### src/rtl/seq_det_ctrl.sv
// Programmable serial-pattern detection controller: shifts a valid-qualified bit stream through
// a window, counts pattern matches and ends a run on target, timeout or abort.
module seq_det_ctrl #(
  parameter int unsigned MAX_LEN = 16,
  parameter int unsigned LEN_W   = 5,
  parameter int unsigned CNT_W   = 8,
  parameter int unsigned TMO_W   = 16
) (
  input  logic               clk,
  input  logic               reset,
  input  logic               cfg_we,
  input  logic [MAX_LEN-1:0] cfg_pattern,
  input  logic [LEN_W-1:0]   cfg_len,
  input  logic               cfg_overlap,
  input  logic [CNT_W-1:0]   cfg_target,
  input  logic [TMO_W-1:0]   cfg_timeout,
  input  logic               start,
  input  logic               abort,
  input  logic               x_valid,
  input  logic               x_i,
  output logic               det_o,
  output logic [CNT_W-1:0]   match_cnt,
  output logic               busy,
  output logic               done,
  output logic               timed_out,
  output logic               aborted,
  output logic [1:0]         state_o
);

  typedef enum logic [1:0] {StIdle = 2'd0, StArm = 2'd1, StRun = 2'd2, StDone = 2'd3} state_e;

  state_e             state_q, state_d;
  logic [MAX_LEN-1:0] pattern_q, pattern_d;
  logic [LEN_W-1:0]   len_q, len_d;
  logic               overlap_q, overlap_d;
  logic [CNT_W-1:0]   target_q, target_d;
  logic [TMO_W-1:0]   timeout_q, timeout_d;
  logic [MAX_LEN-1:0] window_q, window_d;
  logic [LEN_W-1:0]   fill_q, fill_d;
  logic [TMO_W-1:0]   cyc_q, cyc_d;
  logic [CNT_W-1:0]   cnt_q, cnt_d;
  logic               det_q, det_d;
  logic               timed_out_q, timed_out_d;
  logic               aborted_q, aborted_d;
  logic               done_q, busy_q;

  logic [LEN_W-1:0]   eff_len;
  logic [CNT_W-1:0]   eff_target;
  logic [MAX_LEN-1:0] window_nxt, mask;
  logic [LEN_W:0]     fill_inc;
  logic               hit, tmo_hit;
  logic [CNT_W-1:0]   cnt_inc;

  // Effective values and match evaluation for the bit presented this cycle
  always_comb begin
    eff_len = len_q;
    if (len_q == '0) begin
      eff_len = LEN_W'(1);
    end else if (32'(len_q) > MAX_LEN) begin
      eff_len = LEN_W'(MAX_LEN);
    end
    eff_target = (target_q == '0) ? CNT_W'(1) : target_q;
    for (int unsigned i = 0; i < MAX_LEN; i++) begin
      mask[i] = (i < 32'(eff_len));
    end
    window_nxt = {window_q[MAX_LEN-2:0], x_i};
    fill_inc   = {1'b0, fill_q} + (LEN_W+1)'(1);
    hit        = x_valid && (fill_inc >= {1'b0, eff_len}) &&
                 (((window_nxt ^ pattern_q) & mask) == '0);
    cnt_inc    = (cnt_q == '1) ? cnt_q : cnt_q + CNT_W'(1);
    tmo_hit    = (timeout_q != '0) && (cyc_q == timeout_q - TMO_W'(1));
  end

  always_comb begin
    state_d     = state_q;
    pattern_d   = pattern_q;
    len_d       = len_q;
    overlap_d   = overlap_q;
    target_d    = target_q;
    timeout_d   = timeout_q;
    window_d    = window_q;
    fill_d      = fill_q;
    cyc_d       = cyc_q;
    cnt_d       = cnt_q;
    det_d       = 1'b0;
    timed_out_d = timed_out_q;
    aborted_d   = aborted_q;
    unique case (state_q)
      StIdle: begin
        if (cfg_we) begin
          pattern_d = cfg_pattern;
          len_d     = cfg_len;
          overlap_d = cfg_overlap;
          target_d  = cfg_target;
          timeout_d = cfg_timeout;
        end
        if (start) state_d = StArm;
      end
      StArm: begin
        window_d    = '0;
        fill_d      = '0;
        cyc_d       = '0;
        cnt_d       = '0;
        timed_out_d = 1'b0;
        aborted_d   = 1'b0;
        if (abort) begin
          state_d   = StDone;
          aborted_d = 1'b1;
        end else begin
          state_d = StRun;
        end
      end
      StRun: begin
        cyc_d = cyc_q + TMO_W'(1);
        if (abort) begin
          // A match coinciding with abort is dropped entirely
          state_d   = StDone;
          aborted_d = 1'b1;
        end else begin
          if (x_valid) begin
            window_d = window_nxt;
            fill_d   = (fill_inc >= {1'b0, eff_len}) ? eff_len : fill_inc[LEN_W-1:0];
            if (hit) begin
              det_d = 1'b1;
              cnt_d = cnt_inc;
              if (!overlap_q) fill_d = '0;
            end
          end
          if (hit && (cnt_inc >= eff_target)) begin
            state_d = StDone;
          end else if (tmo_hit) begin
            state_d     = StDone;
            timed_out_d = 1'b1;
          end
        end
      end
      StDone: state_d = StIdle;
      default: state_d = StIdle;
    endcase
  end

  always_ff @(posedge clk) begin
    if (reset) begin
      state_q     <= StIdle;
      pattern_q   <= '0;
      len_q       <= LEN_W'(1);
      overlap_q   <= 1'b0;
      target_q    <= CNT_W'(1);
      timeout_q   <= '0;
      window_q    <= '0;
      fill_q      <= '0;
      cyc_q       <= '0;
      cnt_q       <= '0;
      det_q       <= 1'b0;
      timed_out_q <= 1'b0;
      aborted_q   <= 1'b0;
      done_q      <= 1'b0;
      busy_q      <= 1'b0;
    end else begin
      state_q     <= state_d;
      pattern_q   <= pattern_d;
      len_q       <= len_d;
      overlap_q   <= overlap_d;
      target_q    <= target_d;
      timeout_q   <= timeout_d;
      window_q    <= window_d;
      fill_q      <= fill_d;
      cyc_q       <= cyc_d;
      cnt_q       <= cnt_d;
      det_q       <= det_d;
      timed_out_q <= timed_out_d;
      aborted_q   <= aborted_d;
      done_q      <= (state_d == StDone);
      busy_q      <= (state_d == StArm) || (state_d == StRun);
    end
  end

  assign det_o     = det_q;
  assign match_cnt = cnt_q;
  assign busy      = busy_q;
  assign done      = done_q;
  assign timed_out = timed_out_q;
  assign aborted   = aborted_q;
  assign state_o   = state_q;

endmodule
### config.mk
export PLATFORM = sky130hd
export DESIGN_NAME = seq_det_ctrl
export DESIGN_NICKNAME = d
export VERILOG_FILES = /design/src/rtl/seq_det_ctrl.sv
export SDC_FILE = /design/constraint.sdc
export NUM_CORES = 1
export LEC_CHECK = 0
export ABC_AREA = 1
export BUFFER_PORTS_ARGS = -buffer_cell sky130_fd_sc_hd__buf_2
export CORE_MARGIN = 2
export CORE_UTILIZATION = 30
export CTS_BUF_LIST = sky130_fd_sc_hd__clkbuf_4 sky130_fd_sc_hd__clkbuf_8
export DETAILED_ROUTE_END_ITERATION = 16
export GPL_TIMING_DRIVEN = 0
export SETUP_SLACK_MARGIN = 0.5
export SLEW_MARGIN = 5
export SYNTH_ARGS = -nofsm -noshare
export SYNTH_HDL_FRONTEND = slang
export SYNTH_SLANG_ARGS = --single-unit
### constraint.sdc
create_clock -name clk -period 5.9 [get_ports clk]
set_input_delay 0.59 -clock clk [delete_from_list [all_inputs] [get_ports clk]]
set_output_delay 0.59 -clock clk [all_outputs]
set_load 0.005 [all_outputs]
# Word level (Yosys, flattened, before mapping)
# Index checks and enable logic that the tools add are counted.
# W data, S select, Z words.
dict set report op_classes {
  add_sub_neg 4
  magnitude_cmp 19
  n_eq_ne 14
  mux 32
  bitwise_logic 4
  reduce_logical 17
}
# operator count
set op_table {}
lappend op_table {{$lt A4 B5 Y1 const A} 8}
lappend op_table {{$mux W8} 5}
lappend op_table {{$mux W5} 7}
lappend op_table {{$pmux W16 S2} 1}
lappend op_table {{$mux W15} 2}
lappend op_table {{$pmux W15 S2} 1}
lappend op_table {{$lt A3 B5 Y1 const A} 4}
lappend op_table {{$add A16 B1 Y16 const B} 1}
lappend op_table {{$and A16 B16 Y16} 1}
lappend op_table {{$eq A16 B16 Y1} 1}
lappend op_table {{$logic_not A16 Y1} 1}
lappend op_table {{$pmux W8 S2} 1}
lappend op_table {{$reduce_bool A16 Y1} 1}
lappend op_table {{$sub A16 B1 Y16 const B} 1}
lappend op_table {{$xor A16 B16 Y16} 1}
lappend op_table {{$ne A2 B2 Y1 const B} 6}
lappend op_table {{$lt A1 B5 Y1 const A} 2}
lappend op_table {{$lt A2 B5 Y1 const A} 2}
lappend op_table {{$pmux W5 S2} 1}
lappend op_table {{$add A8 B1 Y8 const B} 1}
lappend op_table {{$eq A2 B2 Y1 const B} 4}
lappend op_table {{$eq A8 B8 Y1 const B} 1}
lappend op_table {{$ge A8 B8 Y1} 1}
lappend op_table {{$logic_not A8 Y1} 1}
lappend op_table {{18 further kinds} 35}
dict set report word_totals {
  reg_bits 97
  in_bits 53
  out_inout_bits 15
  elab_cells 105
}

# Logic depth before layout (Yosys ltp)
# Gate-level depths: netlist of run 1.
dict set report logic_depth {
  word_depth 13
  ltp_mapped 24
}

# Worst setup path before layout of run 1
# Ideal clock, no wire load.
dict set report synth_path {
  path_type {register to register}
  from {register cnt_q[0] (netlist: match_cnt[0])}
  to {register busy_q (netlist: busy)}
  setup_ns 0.128
  arrival_ns 2.744
  required_time_ns 5.772
  slack_ns 3.029
  path_stages_with_launch 25
  path_buffers 0
  period_less_slack_ns 2.871
  path_cell_list {dfxtp_1 -> ha_1 -> nand3_1 -> nor2_1 -> and3_1 -> nand2_2 -> nand2_1 -> nor3_1 -> xor2_1 -> ha_1 -> nand2_1 -> inv_1 -> o21ai_0 -> nand2_1 -> nand2_1 -> o2111ai_1 -> nand4_1 -> nand3_1 -> nand2_1 -> nand2_1 -> nand2_1 -> inv_1 -> ha_1 -> inv_1 -> nor2_1}
}
dict set report synth_between {
  elab_chain_cells 9
  word_cells_on_any_way 11
  cone_classes {add/sub (1); order compare (1); eq/ne (3); mux (4); reduce/logical (2)}
}
# item line_no
set synth_lines {}
lappend synth_lines {{start, declared} 41} ;# logic [CNT_W-1:0] cnt_q, cnt_d;
lappend synth_lines {{start signal, assigned} 169} ;# cnt_q <= cnt_d;
lappend synth_lines {{$add A8 B1 Y8 / $eq A8 B8 Y1 (equally long branches)} 70} ;# cnt_inc = (cnt_q == '1) ? cnt_q : cnt_q + CNT_W'(1);
lappend synth_lines {{$mux W8 (*)} 70}
lappend synth_lines {{$ge A8 B8 Y1 (*)} 129} ;# if (hit && (cnt_inc >= eff_target)) begin
lappend synth_lines {{$logic_and A1 B1 Y1 (*)} 129}
lappend synth_lines {{$mux W2 (*)} 129}
lappend synth_lines {{$mux W2 (*)} 115} ;# if (abort) begin
lappend synth_lines {{$pmux W2 S4 (*)} 88} ;# unique case (state_q)
lappend synth_lines {{net state_d[0]} 32} ;# state_e state_q, state_d;
lappend synth_lines {{$eq A2 B1 Y1 / $eq A2 B2 Y1 (equally long branches)} 174} ;# busy_q <= (state_d == StArm) || (state_d == StRun);
lappend synth_lines {{$logic_or A1 B1 Y1 (*)} 174}
lappend synth_lines {{end signal, assigned} 174}
lappend synth_lines {{end, declared} 45} ;# logic done_q, busy_q;
# Mark *: on every way through the listed nets, which the timed path passes. The rest lies on a longest branch.
# A chain may end at the register's enable or synchronous reset.

# Worst setup path after layout of run 1
# Ends and elaborated chain as after synthesis.

==> flow_metrics.tcl, run 1 <==
set metrics [dict create \
    crit_cells 24 \
    worstPathMaxFanout 10 \
    status "completed" \
    postCtsHoldBufs 0 \
    start_kind "flop" \
    grt_pass1_vias 4695 \
    synth_top_area_cell "dfxtp_1" \
    tns_ns 0 \
    fillers 1957 \
    cts-resized-gates 0 \
    area_growth_pct 14.6 \
    synth.area.top_cells "dfxtp_1 36%, nand2_1 9.8%, inv_1 7.4%" \
    p_leak_nw 2.76 \
    drive_above_1_share 0.126 \
    numPortBuffers 66 \
    grt_pass1_wl_um 23600 \
    grt_max_degree 15 \
    grt_use_total 0.153 \
    dieWidth_um 138 \
    pre_cts_ws_ns 2.53 \
    rows 49 \
    drcViolationCount 0 \
    yosys-top-cells-count "141 x nand2_1, 107 x inv_1, 97 x dfxtp_1" \
    crit_buf_inv 3 \
    vias 5088 \
    drv_slew 0 \
    synth_area_um2 5400 \
    async_flop_share 0 \
    cp-end-kind "flop" \
    ff2ff_path_depth 24 \
    cap_violations 0 \
    worstSkewPairLatency_ns 0.38 \
    crit_start "match_cnt[0]$_SDFFE_PP0P_" \
    hold_viol 0 \
    synth-seq-cells 97 \
    final_nets 933 \
    yosysMostFrequentCell "nand2_1" \
    multi_input_area_um2 2940 \
    synth_area_per_cell_um2 6.91 \
    fmax_mhz 294 \
    cp_top_family "simple AND/OR/NAND/NOR gates" \
    num_io_pins 68 \
    crit_slowest_cell "dfxtp_1" \
    post-route-min-period_ns 3.40 \
    antenna_found_initial 0 \
    clockBufferDepth 2 \
    initial_utilization 0.303 \
    drt-total-wl_um 14700 \
    worstSetupEndpoint "busy$_SDFF_PP0_" \
    ys_types 42 \
    cts_tree "yes" \
    die-area_um2 19100 \
    dpl.cell_count 1076 \
    viasPerCell 4.66 \
    synthCells 781 \
    grt_overflow 0 \
    path_cells "ha_1 -> nand3_1 -> nor2_1 -> and3_1 -> nand2_2 -> nand2_1 -> nor3_1 -> xor2_1 -> ha_1 -> nand2_1 -> inv_1 -> o21ai_0 -> nand2_1 -> nand2_1 -> o2111ai_1 -> nand4_1 -> nand3_1 -> nand2_1 -> nand2_1 -> nand2_1 -> inv_1 -> ha_1 -> inv_1 -> nor2_1" \
    arrival_ns 3.65 \
    p_comb_frac 0.356 \
    cts_buffers 9 \
    p_sw_frac 0.390 \
    timing.rr.start "match_cnt[0]$_SDFFE_PP0P_" \
    post_cts.repair.setup_buffers 0 \
    p_seq_frac 0.425 \
    critical_path_class "flop to flop" \
    cts.sinks 97 \
    synth_edf_count 0 \
    yosys_warnings 0 \
    skew_ns 0.0175 \
    hpwlAfterDp_um 11500 \
    worstPathRequired_ns 6.16 \
    worstMarginPinSlew_ns 0.776 \
    gp_congestion 0.865 \
    setup_viol 0 \
    reg2reg_to "busy$_SDFF_PP0_" \
    first_pass_iters 5 \
    hp-class "input port to flop" \
    cts-root-buf "clkbuf_8" \
    wl_per_cell_um 13.4 \
    fin_crit_sh 0.576 \
    core_area_um2 17800 \
    instances_no_fill 1092 \
    power.internal_mw 1.14 \
    regArea_um2 1940 \
    clkPwrFrac 0.219 \
    path_common_cell "nand2_1" \
    setup_slack_ns 2.50 \
    ant_nets 0 \
    critPathMaxStageDelay_ns 0.34 \
    grt_setup_unrepaired "no" \
    synth_fp_nets 856 \
    slew_headroom 0.483 \
    ys.flop_type "dfxtp_1" \
    seq_area_frac_synth 0.360 \
    vdd_drop_max_mv 0.109 \
    switchingPower_uw 725 \
    die_h_um 138 \
    power_density_nw_per_um2 301 \
    yosys.area.top_type_share 0.360 \
    path_clk_slew_ns 0.10 \
    n_antenna_cell 0 \
    drt-initial-drc-count 347 \
    rrSetupSlack_ns 2.50 \
    htreeDepth 3 \
]
==> stage by stage <==
step	hold WS, ns	util	instance area (um^2)	power [mW]
finish	0.449	0.348	6180	1.86
global route	0.436	0.348	6180	2.00
CTS	0.429	0.348	6180	1.88
detailed placement	0.450	0.338	6010	1.47
global placement	0.445	0.338	6010	1.46
floorplan	0.444	-	5400	1.27
==> flip-flops by register name (all words and copies together), names as in the netlist <==
name,flops
det_o,1
timed_out,1
busy,1
pattern_q,16
match_cnt,8
done,1
aborted,1
state_o,2
fill_q,5
timeout_q,16
len_q,5
window_q,15
cyc_q,16
overlap_q,1
target_q,8
==> power by group through the flow <==
stage | Combinational [mW] | Clock, mW | Sequential (mW)
5_1_grt | 0.755 | 0.445 | 0.802
4_1_cts | 0.665 | 0.421 | 0.791
2_1_floorplan | 0.483 | 0 | 0.792
3_3_place_gp | 0.654 | 0 | 0.806
6_report | 0.662 | 0.408 | 0.791
3_5_place_dp | 0.661 | 0 | 0.806
==> cell families (layout without fill, tap and decap cells) <==
| kind of cell | after synthesis | in the layout | share of synthesized area |
|---|---|---|---|
| xor gates and xnor gates | 32 | 32 | 0.0519 |
| AOI/OAI and AO/OA | 167 | 167 | 0.168 |
| and+or+nand+nor | 330 | 330 | 0.275 |
| buffers and inverters | 133 | 215 | 0.0946 |
| adders and majority gates | 22 | 22 | 0.0510 |
| DFF | 97 | 97 | 0.360 |
==> worst register-to-register path: cells and delay by family, from the launching register on <==
family	cells	cell delay, ns
adder cells (fa/ha/maj)	3	0.78
XOR/XNOR	1	0.25
buffers and inverters	3	0.15
flip-flops	1	0.34
AO/OA/AOI/OAI	2	0.22
AND/OR/NAND/NOR	15	1.53
==> worst min-delay path by stage <==
stage          slack (ns)  cells after the start                       end                startpoint
4_1_cts              0.43                      3  target_q[0]$_SDFFE_PP1P_             cfg_target[0]
2_1_floorplan        0.44                      2  target_q[0]$_SDFFE_PP1P_  target_q[0]$_SDFFE_PP1P_
3_5_place_dp         0.45                      2    timed_out$_SDFFE_PP0P_    timed_out$_SDFFE_PP0P_
5_1_grt              0.44                      3     len_q[0]$_SDFFE_PP1P_                cfg_len[0]
6_report             0.45                      3  target_q[0]$_SDFFE_PP1P_             cfg_target[0]
3_3_place_gp         0.45                      2    timed_out$_SDFFE_PP0P_    timed_out$_SDFFE_PP0P_
==> placed cells by master (no fill, tap or decap), drive strengths merged <==
| cell type | instances |
|---|---|
| a41o | 1 |
| a41oi | 1 |
| dfxtp | 97 |
| nor4 | 4 |
| clkinvlp | 1 |
| a31oi | 1 |
| a21o | 1 |
| a221oi | 1 |
| nand2 | 146 |
| o21a | 4 |
| nand4 | 12 |
| or2 | 2 |
| o2111ai | 1 |
| ha | 22 |
| o211ai | 1 |
| xnor2 | 14 |
| and3 | 1 |
| o21ai | 71 |
| nand3b | 5 |
| nor3 | 14 |
| o22ai | 6 |
| xor2 | 18 |
| a21oi | 72 |
| buf | 70 |
| clkbuf | 33 |
| o32ai | 6 |
| inv | 108 |
| nor2 | 102 |
| nand3 | 44 |
| a211oi | 1 |
| clkinv | 3 |
==> per-layer routing <==
| metal | part of all wire | global-route usage | vias up |
|---|---|---|---|
| met2 | 0.43 | 0.231 | 111 |
| met5 | 0 | 0 | - |
| met1 | 0.51 | 0.218 | 2244 |
| met3 | 0.043 | 0.0225 | 24 |
| li1 | - | - | 2709 |
| met4 | 0.023 | 0.0655 | 0 |
==> cell type report <==
cell class	count	area share
clock inverters	3	0.00283
inverters	109	0.0662
repair buffers	66	0.0534
plain buffers	24	0.0164
flip-flops and latches	97	0.314
clock buffers	13	0.0249
multi-input cells	551	0.476
well taps	229	0.0463
(Power assumes the default switching activity.)
==> run 2: changes to the inputs <==
==> constraint.sdc (replaced) <==
create_clock -name clk -period 3.13 [get_ports clk]
set_input_delay 0.313 -clock clk [delete_from_list [all_inputs] [get_ports clk]]
set_output_delay 0.313 -clock clk [all_outputs]
set_load 0.005 [all_outputs]
==> flow_metrics.tcl, run 2 (same netlist as run 1, synthesis figures left out) <==
set metrics [dict create \
    cts_tree "yes" \
    vias 5230 \
    largestRegisters "cyc_q x16, pattern_q x16, timeout_q x16" \
    cts-root-buf "clkbuf_8" \
    cts.sinks 97 \
    instances_no_fill 1110 \
    final_cell_mix "138 x nand2_1, 102 x inv_1, 89 x nor2_1, 89 x dfxtp_1, 71 x a21oi_1" \
    drive_above_1_share 0.180 \
    postCtsHoldBufs 0 \
    slew_headroom 0.467 \
    critical_path_class "flop to flop" \
    grt_overflow 0 \
    drt-total-wl_um 15000 \
    gp_congestion 0.851 \
    arrival_ns 3.25 \
    worstSkewPairLatency_ns 0.39 \
    drt-initial-drc-count 313 \
    initial_utilization 0.303 \
    fmax_mhz 336 \
    cap_violations 0 \
    vdd_drop_max_mv 0.217 \
    hp-class "input port to flop" \
    setup_slack_ns 0.152 \
    first_pass_iters 6 \
    numPortBuffers 66 \
    hpwlAfterDp_um 11500 \
    final_core_util 0.370 \
    die_h_um 138 \
    p_leak_nw 2.90 \
    die-area_um2 19100 \
    drcViolationCount 0 \
    skew_ns 0.0171 \
    worstMarginPinSlew_ns 0.799 \
    pre_cts_ws_ns -0.0469 \
    worstPathRequired_ns 3.41 \
    dpl-instance-area_um2 6040 \
    grt_pass1_vias 5021 \
    dieWidth_um 138 \
    drv_slew 0 \
    htreeDepth 3 \
    status "completed" \
    total_power_mw 3.89 \
    grt_max_degree 16 \
    fin_crit_sh 0.951 \
    final_nets 951 \
    final_area_um2 6570 \
    dpl.cell_count 1076 \
    num_io_pins 68 \
    grt_setup_unrepaired "yes" \
    worstPathMaxFanout 6 \
    clockBufferDepth 2 \
    grt_use_total 0.160 \
    wl_per_cell_um 13.5 \
    core_area_um2 17800 \
    antenna_found_initial 0 \
    mostFrequentLayoutCell "nand2_1" \
    post-route-min-period_ns 2.98 \
    n_antenna_cell 0 \
    setup_viol 0 \
    cts_buffers 9 \
    power_density_nw_per_um2 592 \
    grt_pass1_wl_um 24700 \
    path_clk_slew_ns 0.10 \
    viasPerCell 4.71 \
    start_kind "flop" \
    hold_viol 0 \
    area_growth_pct 21.8 \
    ant_nets 0 \
    rows 49 \
    cp-end-kind "flop" \
]
run 2: worst max-delay path, stage by stage, from the launching register on:
cell and delay (ns):
dfxtp_4 0.38, ha_4 0.15, nand3_4 0.07, nor2_4 0.11
and3_4 0.22, nand2_8 0.07, nand2_4 0.09, nor3_2 0.04
xor2_1 0.22, ha_1 0.28, nand2_1 0.08, inv_2 0.04
o21ai_2 0.04, nand2_1 0.06, nand2_1 0.08, o2111ai_2 0.12
nand4_1 0.14, nand3_1 0.09, nand2_1 0.06, nand2_1 0.06
nand2_2 0.09, inv_2 0.05, ha_4 0.23, inv_2 0.05
nor2_2 0.03
run 2: final cells by class:
class / count / area [um^2]
Clock inverter: 6 / 105
Clock buffer: 10 / 138
Fill cell: 1943 / 11200
Buffer: 24 / 101
Multi-Input combinational cell: 551 / 3090
Sequential cell: 97 / 1960
Timing Repair Buffer: 84 / 477
Tap cell: 229 / 287
Inverter: 109 / 413
run 2: worst paths after layout:
kind | from | endpoint | slack, ns | cells past startpoint
setup reg to reg | match_cnt[1]$_SDFFE_PP0P_ | busy$_SDFF_PP0_ | 0.15 | 24
hold / removal | cfg_len[0] | len_q[0]$_SDFFE_PP1P_ | 0.15 | 3
setup / recovery | match_cnt[1]$_SDFFE_PP0P_ | busy$_SDFF_PP0_ | 0.15 | 24
hold reg to reg | timed_out$_SDFFE_PP0P_ | timed_out$_SDFFE_PP0P_ | 0.46 | 2
run 2: power breakdown:
| part | switching (mW) | internal [mW] |
|---|---|---|
| clock network | 0.472 | 0.549 |
| registers | 0.133 | 1.38 |
| logic | 0.846 | 0.518 |
run 2: repair_timing:
action / in CTS / in global routing
setup buffers: 16 / 2
resized for setup: 19 / 21
setup endpoints to repair: 4 / 23
pin swaps: 17 / 15
run 2: layer usage:
metal | share of wire | global-route usage
met1 | 0.45 | 0.193
met2 | 0.50 | 0.285
met3 | 0.026 | 0.0270
met4 | 0.023 | 0.0623
met5 | 0 | 0
run 2: metrics by stage:
stage / setup TNS, ns / hold WS (ns)
3_3_place_gp: -0.0888 / 0.442
5_1_grt: -0.0515 / 0.173
6_report: 0 / 0.151
3_5_place_dp: -0.0469 / 0.450
2_1_floorplan: 0 / 0.426
4_1_cts: 0 / 0.141
